**config.mk**
```make
export PLATFORM = sky130hd
export DESIGN_NAME = haze_frame_sched_flat
export DESIGN_NICKNAME = d
export VERILOG_FILES = /design/src/rtl/haze_frame_sched_if.sv /design/src/rtl/haze_frame_sched.sv /design/src/flat_wrapper.sv
export SDC_FILE = /design/constraint.sdc
export NUM_CORES = 1
export LEC_CHECK = 0
export ABC_AREA = 1
export BUFFER_PORTS_ARGS = -buffer_cell sky130_fd_sc_hd__buf_2
export CELL_PAD_IN_SITES_DETAIL_PLACEMENT = 1
export CELL_PAD_IN_SITES_GLOBAL_PLACEMENT = 2
export CORE_MARGIN = 5
export CORE_UTILIZATION = 35
export CTS_CLUSTER_DIAMETER = 30
export DETAILED_ROUTE_END_ITERATION = 8
export PLACE_DENSITY = 0.92
export RECOVER_POWER = 25
export SLEW_MARGIN = 20
export SYNTH_ARGS = -nofsm -noshare
export SYNTH_HDL_FRONTEND = slang
export SYNTH_SLANG_ARGS = --single-unit
```
**constraint.sdc**
```tcl
create_clock -name clk -period 6.5 [get_ports clk]
set_clock_uncertainty 0.2 [all_clocks]
set_input_delay 0.975 -clock clk [delete_from_list [all_inputs] [get_ports clk]]
set_output_delay 0.975 -clock clk [all_outputs]
set_load 0.005 [all_outputs]
```
**src/rtl/haze_frame_sched_if.sv**
```systemverilog
// Bus between the camera/config side and the frame scheduler.
// Carries config writes, raw and gated frame timing, datapath completion and status.
interface haze_frame_sched_if;
  logic        cfg_wr;
  logic [1:0]  cfg_addr;
  logic [15:0] cfg_wdata;
  logic        pre_frame_vsync;
  logic        pre_frame_href;
  logic        pre_frame_clken;
  logic [23:0] pre_img;
  logic        dp_frame_vsync;
  logic        dp_frame_href;
  logic        dp_frame_clken;
  logic [23:0] dp_img;
  logic        post_frame_vsync;
  logic        act_bypass;
  logic [7:0]  act_omega;
  logic [7:0]  act_t0;
  logic [2:0]  inflight;
  logic [15:0] frame_in_cnt;
  logic [15:0] frame_drop_cnt;
  logic        geom_err;

  modport master (
    output cfg_wr, cfg_addr, cfg_wdata,
    output pre_frame_vsync, pre_frame_href, pre_frame_clken, pre_img,
    output post_frame_vsync,
    input  dp_frame_vsync, dp_frame_href, dp_frame_clken, dp_img,
    input  act_bypass, act_omega, act_t0,
    input  inflight, frame_in_cnt, frame_drop_cnt, geom_err
  );

  modport slave (
    input  cfg_wr, cfg_addr, cfg_wdata,
    input  pre_frame_vsync, pre_frame_href, pre_frame_clken, pre_img,
    input  post_frame_vsync,
    output dp_frame_vsync, dp_frame_href, dp_frame_clken, dp_img,
    output act_bypass, act_omega, act_t0,
    output inflight, frame_in_cnt, frame_drop_cnt, geom_err
  );
endinterface

```
**src/rtl/haze_frame_sched.sv**
```systemverilog
// Frame scheduler ahead of the dehaze datapath: admits/drops whole frames to bound
// pipeline occupancy, commits shadow config at admitted frame starts, checks geometry.
//
// state    | meaning
// S_IDLE   | scheduler disabled, nothing forwarded
// S_ACCEPT | current frame admitted, timing/pixels forwarded with 1-clk latency
// S_DROP   | current frame dropped because the pipeline is full
module haze_frame_sched #(
  parameter int IMG_HDISP    = 640,
  parameter int IMG_VDISP    = 480,
  parameter int MAX_INFLIGHT = 2
) (
  input logic               clk,
  input logic               rst,
  haze_frame_sched_if.slave bus_io
);

  typedef enum logic [1:0] {
    S_IDLE   = 2'd0,
    S_ACCEPT = 2'd1,
    S_DROP   = 2'd2
  } state_t;

  state_t      state_q, state_d;
  logic        vsync_q, href_q, post_vsync_q;
  logic        enable_q, bypass_sh_q;
  logic [7:0]  omega_sh_q, t0_sh_q;
  logic        act_bypass_q;
  logic [7:0]  act_omega_q, act_t0_q;
  logic [2:0]  inflight_q;
  logic [15:0] in_cnt_q, drop_cnt_q;
  logic [15:0] pix_cnt_q, line_cnt_q;
  logic        geom_err_q;
  logic        dp_vsync_q, dp_href_q, dp_clken_q;
  logic [23:0] dp_img_q;

  logic fs, href_rise, href_fall, post_fall, full, clear, dec;
  logic accept, drop_evt, fwd, pix_err, line_err;
  logic unused_wdata_hi;

  assign fs        = bus_io.pre_frame_vsync & ~vsync_q;
  assign href_rise = bus_io.pre_frame_href & ~href_q;
  assign href_fall = ~bus_io.pre_frame_href & href_q;
  assign post_fall = post_vsync_q & ~bus_io.post_frame_vsync;
  assign full      = (inflight_q == 3'(MAX_INFLIGHT));
  assign clear     = bus_io.cfg_wr && (bus_io.cfg_addr == 2'd3);
  assign dec       = post_fall && (inflight_q != 3'd0);
  assign unused_wdata_hi = ^bus_io.cfg_wdata[15:8];

  // vsync history resets high so a vsync already high at reset release is not taken as a frame start
  always_ff @(posedge clk or posedge rst) begin
    if (rst) begin
      vsync_q      <= 1'b1;
      href_q       <= 1'b0;
      post_vsync_q <= 1'b0;
    end else begin
      vsync_q      <= bus_io.pre_frame_vsync;
      href_q       <= bus_io.pre_frame_href;
      post_vsync_q <= bus_io.post_frame_vsync;
    end
  end

  always_ff @(posedge clk or posedge rst) begin
    if (rst) state_q <= S_IDLE;
    else     state_q <= state_d;
  end

  always_comb begin
    state_d = state_q;
    if (fs) begin
      if (!enable_q)  state_d = S_IDLE;
      else if (full)  state_d = S_DROP;
      else            state_d = S_ACCEPT;
    end
  end

  always_comb begin
    accept   = 1'b0;
    drop_evt = 1'b0;
    if (fs && enable_q) begin
      if (full) drop_evt = 1'b1;
      else      accept   = 1'b1;
    end
    fwd = (state_d == S_ACCEPT);
  end

  always_ff @(posedge clk or posedge rst) begin
    if (rst) begin
      enable_q    <= 1'b0;
      bypass_sh_q <= 1'b0;
      omega_sh_q  <= 8'hF2;
      t0_sh_q     <= 8'h1A;
    end else if (bus_io.cfg_wr) begin
      case (bus_io.cfg_addr)
        2'd0: begin
          enable_q    <= bus_io.cfg_wdata[0];
          bypass_sh_q <= bus_io.cfg_wdata[1];
        end
        2'd1:    omega_sh_q <= bus_io.cfg_wdata[7:0];
        2'd2:    t0_sh_q    <= bus_io.cfg_wdata[7:0];
        default: ;
      endcase
    end
  end

  always_ff @(posedge clk or posedge rst) begin
    if (rst) begin
      act_bypass_q <= 1'b0;
      act_omega_q  <= 8'hF2;
      act_t0_q     <= 8'h1A;
    end else if (accept) begin
      act_bypass_q <= bypass_sh_q;
      act_omega_q  <= omega_sh_q;
      act_t0_q     <= t0_sh_q;
    end
  end

  // admission decision uses the pre-decrement count, so a simultaneous completion cannot rescue a full slot
  always_ff @(posedge clk or posedge rst) begin
    if (rst)                  inflight_q <= 3'd0;
    else if (accept && !dec)  inflight_q <= inflight_q + 3'd1;
    else if (dec && !accept)  inflight_q <= inflight_q - 3'd1;
  end

  always_ff @(posedge clk or posedge rst) begin
    if (rst) begin
      in_cnt_q   <= 16'd0;
      drop_cnt_q <= 16'd0;
    end else begin
      if (clear)       in_cnt_q <= 16'd0;
      else if (accept) in_cnt_q <= in_cnt_q + 16'd1;
      if (clear)                                    drop_cnt_q <= 16'd0;
      else if (drop_evt && drop_cnt_q != 16'hFFFF)  drop_cnt_q <= drop_cnt_q + 16'd1;
    end
  end

  always_ff @(posedge clk or posedge rst) begin
    if (rst) begin
      dp_vsync_q <= 1'b0;
      dp_href_q  <= 1'b0;
      dp_clken_q <= 1'b0;
      dp_img_q   <= 24'd0;
    end else if (fwd) begin
      dp_vsync_q <= bus_io.pre_frame_vsync;
      dp_href_q  <= bus_io.pre_frame_href;
      dp_clken_q <= bus_io.pre_frame_clken;
      dp_img_q   <= bus_io.pre_img;
    end else begin
      dp_vsync_q <= 1'b0;
      dp_href_q  <= 1'b0;
      dp_clken_q <= 1'b0;
    end
  end

  assign pix_err  = (state_q == S_ACCEPT) && href_fall && (pix_cnt_q != 16'(IMG_HDISP));
  assign line_err = (state_q == S_ACCEPT) && fs && (line_cnt_q != 16'(IMG_VDISP));

  // counters saturate so an oversized line/frame can never alias back to the expected size
  always_ff @(posedge clk or posedge rst) begin
    if (rst) begin
      pix_cnt_q  <= 16'd0;
      line_cnt_q <= 16'd0;
      geom_err_q <= 1'b0;
    end else begin
      if (href_rise)
        pix_cnt_q <= {15'd0, bus_io.pre_frame_clken};
      else if (bus_io.pre_frame_href && bus_io.pre_frame_clken && pix_cnt_q != 16'hFFFF)
        pix_cnt_q <= pix_cnt_q + 16'd1;
      if (fs)
        line_cnt_q <= 16'd0;
      else if (href_fall && line_cnt_q != 16'hFFFF)
        line_cnt_q <= line_cnt_q + 16'd1;
      if (clear)                    geom_err_q <= 1'b0;
      else if (pix_err || line_err) geom_err_q <= 1'b1;
    end
  end

  assign bus_io.dp_frame_vsync = dp_vsync_q;
  assign bus_io.dp_frame_href  = dp_href_q;
  assign bus_io.dp_frame_clken = dp_clken_q;
  assign bus_io.dp_img         = dp_img_q;
  assign bus_io.act_bypass     = act_bypass_q;
  assign bus_io.act_omega      = act_omega_q;
  assign bus_io.act_t0         = act_t0_q;
  assign bus_io.inflight       = inflight_q;
  assign bus_io.frame_in_cnt   = in_cnt_q;
  assign bus_io.frame_drop_cnt = drop_cnt_q;
  assign bus_io.geom_err       = geom_err_q;

endmodule

```
**src/flat_wrapper.sv**
```systemverilog
// flat-port wrapper written by rule: the top's interface ports become plain ports
module haze_frame_sched_flat 
#(
  parameter int IMG_HDISP    = 640,
  parameter int IMG_VDISP    = 480,
  parameter int MAX_INFLIGHT = 2
)
  (clk, rst, bus_io_cfg_wr, bus_io_cfg_addr, bus_io_cfg_wdata, bus_io_pre_frame_vsync, bus_io_pre_frame_href, bus_io_pre_frame_clken, bus_io_pre_img, bus_io_post_frame_vsync, bus_io_dp_frame_vsync, bus_io_dp_frame_href, bus_io_dp_frame_clken, bus_io_dp_img, bus_io_act_bypass, bus_io_act_omega, bus_io_act_t0, bus_io_inflight, bus_io_frame_in_cnt, bus_io_frame_drop_cnt, bus_io_geom_err);
  haze_frame_sched_if bus_io_i ();
  input logic clk;
  input logic rst;
  input wire logic [$bits(bus_io_i.cfg_wr)-1:0] bus_io_cfg_wr;
  input wire logic [$bits(bus_io_i.cfg_addr)-1:0] bus_io_cfg_addr;
  input wire logic [$bits(bus_io_i.cfg_wdata)-1:0] bus_io_cfg_wdata;
  input wire logic [$bits(bus_io_i.pre_frame_vsync)-1:0] bus_io_pre_frame_vsync;
  input wire logic [$bits(bus_io_i.pre_frame_href)-1:0] bus_io_pre_frame_href;
  input wire logic [$bits(bus_io_i.pre_frame_clken)-1:0] bus_io_pre_frame_clken;
  input wire logic [$bits(bus_io_i.pre_img)-1:0] bus_io_pre_img;
  input wire logic [$bits(bus_io_i.post_frame_vsync)-1:0] bus_io_post_frame_vsync;
  output wire logic [$bits(bus_io_i.dp_frame_vsync)-1:0] bus_io_dp_frame_vsync;
  output wire logic [$bits(bus_io_i.dp_frame_href)-1:0] bus_io_dp_frame_href;
  output wire logic [$bits(bus_io_i.dp_frame_clken)-1:0] bus_io_dp_frame_clken;
  output wire logic [$bits(bus_io_i.dp_img)-1:0] bus_io_dp_img;
  output wire logic [$bits(bus_io_i.act_bypass)-1:0] bus_io_act_bypass;
  output wire logic [$bits(bus_io_i.act_omega)-1:0] bus_io_act_omega;
  output wire logic [$bits(bus_io_i.act_t0)-1:0] bus_io_act_t0;
  output wire logic [$bits(bus_io_i.inflight)-1:0] bus_io_inflight;
  output wire logic [$bits(bus_io_i.frame_in_cnt)-1:0] bus_io_frame_in_cnt;
  output wire logic [$bits(bus_io_i.frame_drop_cnt)-1:0] bus_io_frame_drop_cnt;
  output wire logic [$bits(bus_io_i.geom_err)-1:0] bus_io_geom_err;
  assign bus_io_i.cfg_wr = bus_io_cfg_wr;
  assign bus_io_i.cfg_addr = bus_io_cfg_addr;
  assign bus_io_i.cfg_wdata = bus_io_cfg_wdata;
  assign bus_io_i.pre_frame_vsync = bus_io_pre_frame_vsync;
  assign bus_io_i.pre_frame_href = bus_io_pre_frame_href;
  assign bus_io_i.pre_frame_clken = bus_io_pre_frame_clken;
  assign bus_io_i.pre_img = bus_io_pre_img;
  assign bus_io_i.post_frame_vsync = bus_io_post_frame_vsync;
  assign bus_io_dp_frame_vsync = bus_io_i.dp_frame_vsync;
  assign bus_io_dp_frame_href = bus_io_i.dp_frame_href;
  assign bus_io_dp_frame_clken = bus_io_i.dp_frame_clken;
  assign bus_io_dp_img = bus_io_i.dp_img;
  assign bus_io_act_bypass = bus_io_i.act_bypass;
  assign bus_io_act_omega = bus_io_i.act_omega;
  assign bus_io_act_t0 = bus_io_i.act_t0;
  assign bus_io_inflight = bus_io_i.inflight;
  assign bus_io_frame_in_cnt = bus_io_i.frame_in_cnt;
  assign bus_io_frame_drop_cnt = bus_io_i.frame_drop_cnt;
  assign bus_io_geom_err = bus_io_i.geom_err;
  haze_frame_sched #(.IMG_HDISP(IMG_HDISP), .IMG_VDISP(IMG_VDISP), .MAX_INFLIGHT(MAX_INFLIGHT)) u_core (.clk(clk), .rst(rst), .bus_io(bus_io_i));
endmodule
```
==> key figures <==
Placement
  • Gpl congestion: 0.772
  • I/O Buffers: 120
  • Detailed Place HPWL: 14,100 um
  • Dpl cells: 1,293

Route
  • Pre-antenna DRT Iters: 4
  • ANT nets after route: 0
  • Routed WL: 19,600 um
  • Average wire per standard cell: 14.8 um
  • Via Count: 6,334
  • Drt via density: 4.78
  • Iter 0 DRT Violations: 204
  • Drc violations: 0

Yosys
  • Synth warnings: 0
  • Synth top area cells: dfrtp_1, nand2_1, dfstp_2
  • Synth Instances: 919
  • Biggest area consumer among synthesized cells: dfrtp_1
  • Avg Inst Size Synth: 7.68 um^2
  • Synthesized cell area: 7060 um^2
  • Synth unique cells: 32
  • Seq/Total Area, Yosys: 48.2%
  • Yosys top cell area share: 41.8%
  • Number of register bits inferred by synthesis: 135
  • Post-synthesis net count: 976

Floorplanning
  • Core region area: 20,000 um^2
  • Die width: 152 um
  • Row count: 52
  • Die Span Y: 152 um
  • Die area: 23,100 um^2
  • Ports: 129
  • Initial cell density of the core: 35.2%

Critical path
  • CP Capture Type: async pin
  • Worst-path cell chain: buf_2, clkinvlp_2, buf_4
  • Buffers and inverters on the worst path: 3
  • Required time of the critical path: 6.76 ns
  • CP max-delay cell: clkinvlp_2
  • WS Path Type: primary input to async pin
  • CP delay by family, top: buffers and inverters
  • Arrival time at the worst endpoint: 4.00 ns
  • Critical path peak fanout: 76
  • Worst Setup Start Kind: primary input
  • Slowest Stage Delay on Critical Path: 1.97 ns

Final layout
  • Area grow syn2layout: 20.0%
  • Nets@finish: 1,099
  • Non-filler cells, final: 1,325
  • Fillers: 2,582
  • Proportion of layout cells with a drive suffix above 1: 20.1%
  • ANT cells: 0

Timing
  • Tightest Pin Transition: 3.54 ns
  • RSZ-0062 raised after global routing: no
  • Setup TNS: 0 ns
  • Slew Limit Fails: 77
  • Final setup vio count: 0
  • Tcrit/Tclk final: 57.5%
  • Fin. Hold Viols: 0
  • WHS: 0.265 ns
  • Achievable Freq: 0.268 GHz
  • Minimum clock period: 3.74 ns
  • Rel. slew slack: -137%

Clock network
  • Clock transition at the registers of the reported paths: 0.07 ns
  • CTS resizes: 0
  • Sink Count: 135
  • CTS tree: done
  • Clock insertion delay at the later pin of the skew report: 0.42 ns
  • Num CTS Buffers: 17
  • H-tree lvl count: 4
  • Post-CTS setup buffers: 0
  • Hold_buf cts: 0
  • Clk root buf: clkbuf_16
  • CTS max path bufs: 2

Flow run
  • Max-cap violation count: 1

Pwr
  • Peak VDD IR: 0.166 mV
  • Leak: 4.51 nW
  • PwrDens: 309 nW/um^2
  • Tot Pwr: 2.61 mW

Status
  • Violated checks: capacitance limit, slew limit
  • Outcome: finished, violations left

Global routing
  • Gr usage total: 17.3%
  • Largest net degree at the start of global routing: 77
  • Grt ovf: 0
  • Vias in the first global route: 6,737
  • First-pass GRT wire length: 33,700 um
  • Antenna violations before repair: 1

Hold path
  • Hold WC Path Type: register to register
## Yosys cell counts
| cell | count |
|---|---|
| o21ai_1 | 1 |
| buf_12 | 1 |
| a21oi_4 | 1 |
| nor3_4 | 1 |
| nand4_1 | 22 |
| nand2_1 | 365 |
| nand2_4 | 5 |
| nand3b_1 | 5 |
| buf_6 | 1 |
| and2_1 | 1 |
| nor2_2 | 6 |
| nor2_4 | 8 |
| nand3_1 | 80 |
| buf_2 | 11 |
| xnor2_1 | 7 |
| fa_1 | 1 |
| xor2_1 | 12 |
| nand2_2 | 17 |
| inv_1 | 87 |
| nor3_1 | 1 |
| a21oi_1 | 10 |
| ha_1 | 7 |
| o31ai_1 | 2 |
| nor2_8 | 4 |
| nor2_1 | 83 |
| buf_4 | 2 |
| inv_2 | 2 |
| o21bai_1 | 3 |
| clkbuf_1 | 4 |
| dfstp_2 | 17 |
| dfrtp_1 | 118 |
| o21ai_0 | 34 |
## logic make-up (layout without fill, tap and decap cells)
group / count (synthesis) / in the layout / share of synthesized area, %
simple gates: 598 / 598 / 37.6
flops: 135 / 135 / 48.2
buf+inv: 108 / 244 / 6.38
compound gates: 51 / 51 / 3.95
xor+xnor: 19 / 19 / 2.36
fa+ha+maj: 8 / 8 / 1.52
## registers in the layout, indices dropped and copies added, names as in the netlist, 2 cells and up
signal and count:
u_core.bus_io.act_omega 8, u_core.bus_io.act_t0 8, u_core.bus_io.dp_img 24, u_core.bus_io.frame_drop_cnt 16
u_core.bus_io.frame_in_cnt 16, u_core.bus_io.inflight 3, u_core.line_cnt_q 16, u_core.omega_sh_q 8
u_core.pix_cnt_q 16, u_core.state_q 2, u_core.t0_sh_q 8
## layout make-up
cell class	instances	area (um^2)	area share (%)
Clock buffer	18	429	5.07
Clock inverter	14	140	1.66
Inverter	89	335	3.96
Multi-Input combinational cell	676	3210	37.9
Sequential cell	135	3400	40.2
Tap cell	270	338	3.99
Timing Repair Buffer	123	619	7.31
## worst register-to-register path, delay by kind of cell (launching register included)
family / cells / cell delay (ns)
and+or+nand+nor: 7 / 2.10
buffers and inverters: 1 / 0.03
DFF: 1 / 0.57
## path summary, 6_finish.rpt
path	startpoint	end	slack, ns	cells past startpoint
min reg2reg	u_core.bus_io.dp_img[2]	u_core.bus_io.dp_img[2]	0.27	2
min in group asynchronous	rst	u_core.bus_io.frame_in_cnt[12]	1.39	2
max in group clk	bus_io_pre_frame_vsync	u_core.bus_io.dp_img[12]	3.29	8
max	rst	u_core.bus_io.dp_img[22]	2.76	3
min	u_core.bus_io.dp_img[2]	u_core.bus_io.dp_img[2]	0.27	2
max reg2reg	u_core.vsync_q	u_core.bus_io.dp_img[12]	3.53	8
## report_power, final
part / switching [mW] / leakage [nW] / internal [mW] / total, mW
clock: 0.404 / 0.279 / 0.537 / 0.941
combinational: 0.307 / 2.49 / 0.212 / 0.518
sequential: 0.118 / 1.74 / 1.04 / 1.15
total: 0.829 / 4.51 / 1.78 / 2.61
## cell usage in the layout (no fill, tap or decap), types with 17 or more instances in the layout
master and n:
nand2_1 366, inv_1 86, dfstp_2 17, o21ai_0 34, clkbuf_16 17, nand3_1 80, nand4_1 22, dfrtp_1 118
buf_2 117, nor2_1 83
## per-layer routing
| layer | part of all wire (%) | global-route usage [%] | up-vias |
|---|---|---|---|
| met5 | 0.036 | 0 | - |
| met4 | 0.83 | 3.68 | 2 |
| met3 | 4.0 | 4.21 | 18 |
| met2 | 50 | 30.5 | 87 |
| met1 | 45 | 21.7 | 3102 |
| li1 | - | - | 3125 |
## through the flow
step / area, um^2 / util, % / setup slack, ns
finish: 8470 / 42.3 / 2.76
global route: 8470 / 42.3 / 2.02
CTS: 8480 / 42.3 / 3.49
detailed placement: 7910 / 39.5 / 3.09
global placement: 7910 / 39.5 / 3.11
floorplan: 7060 / - / 1.74
(Power assumes the default switching activity.)
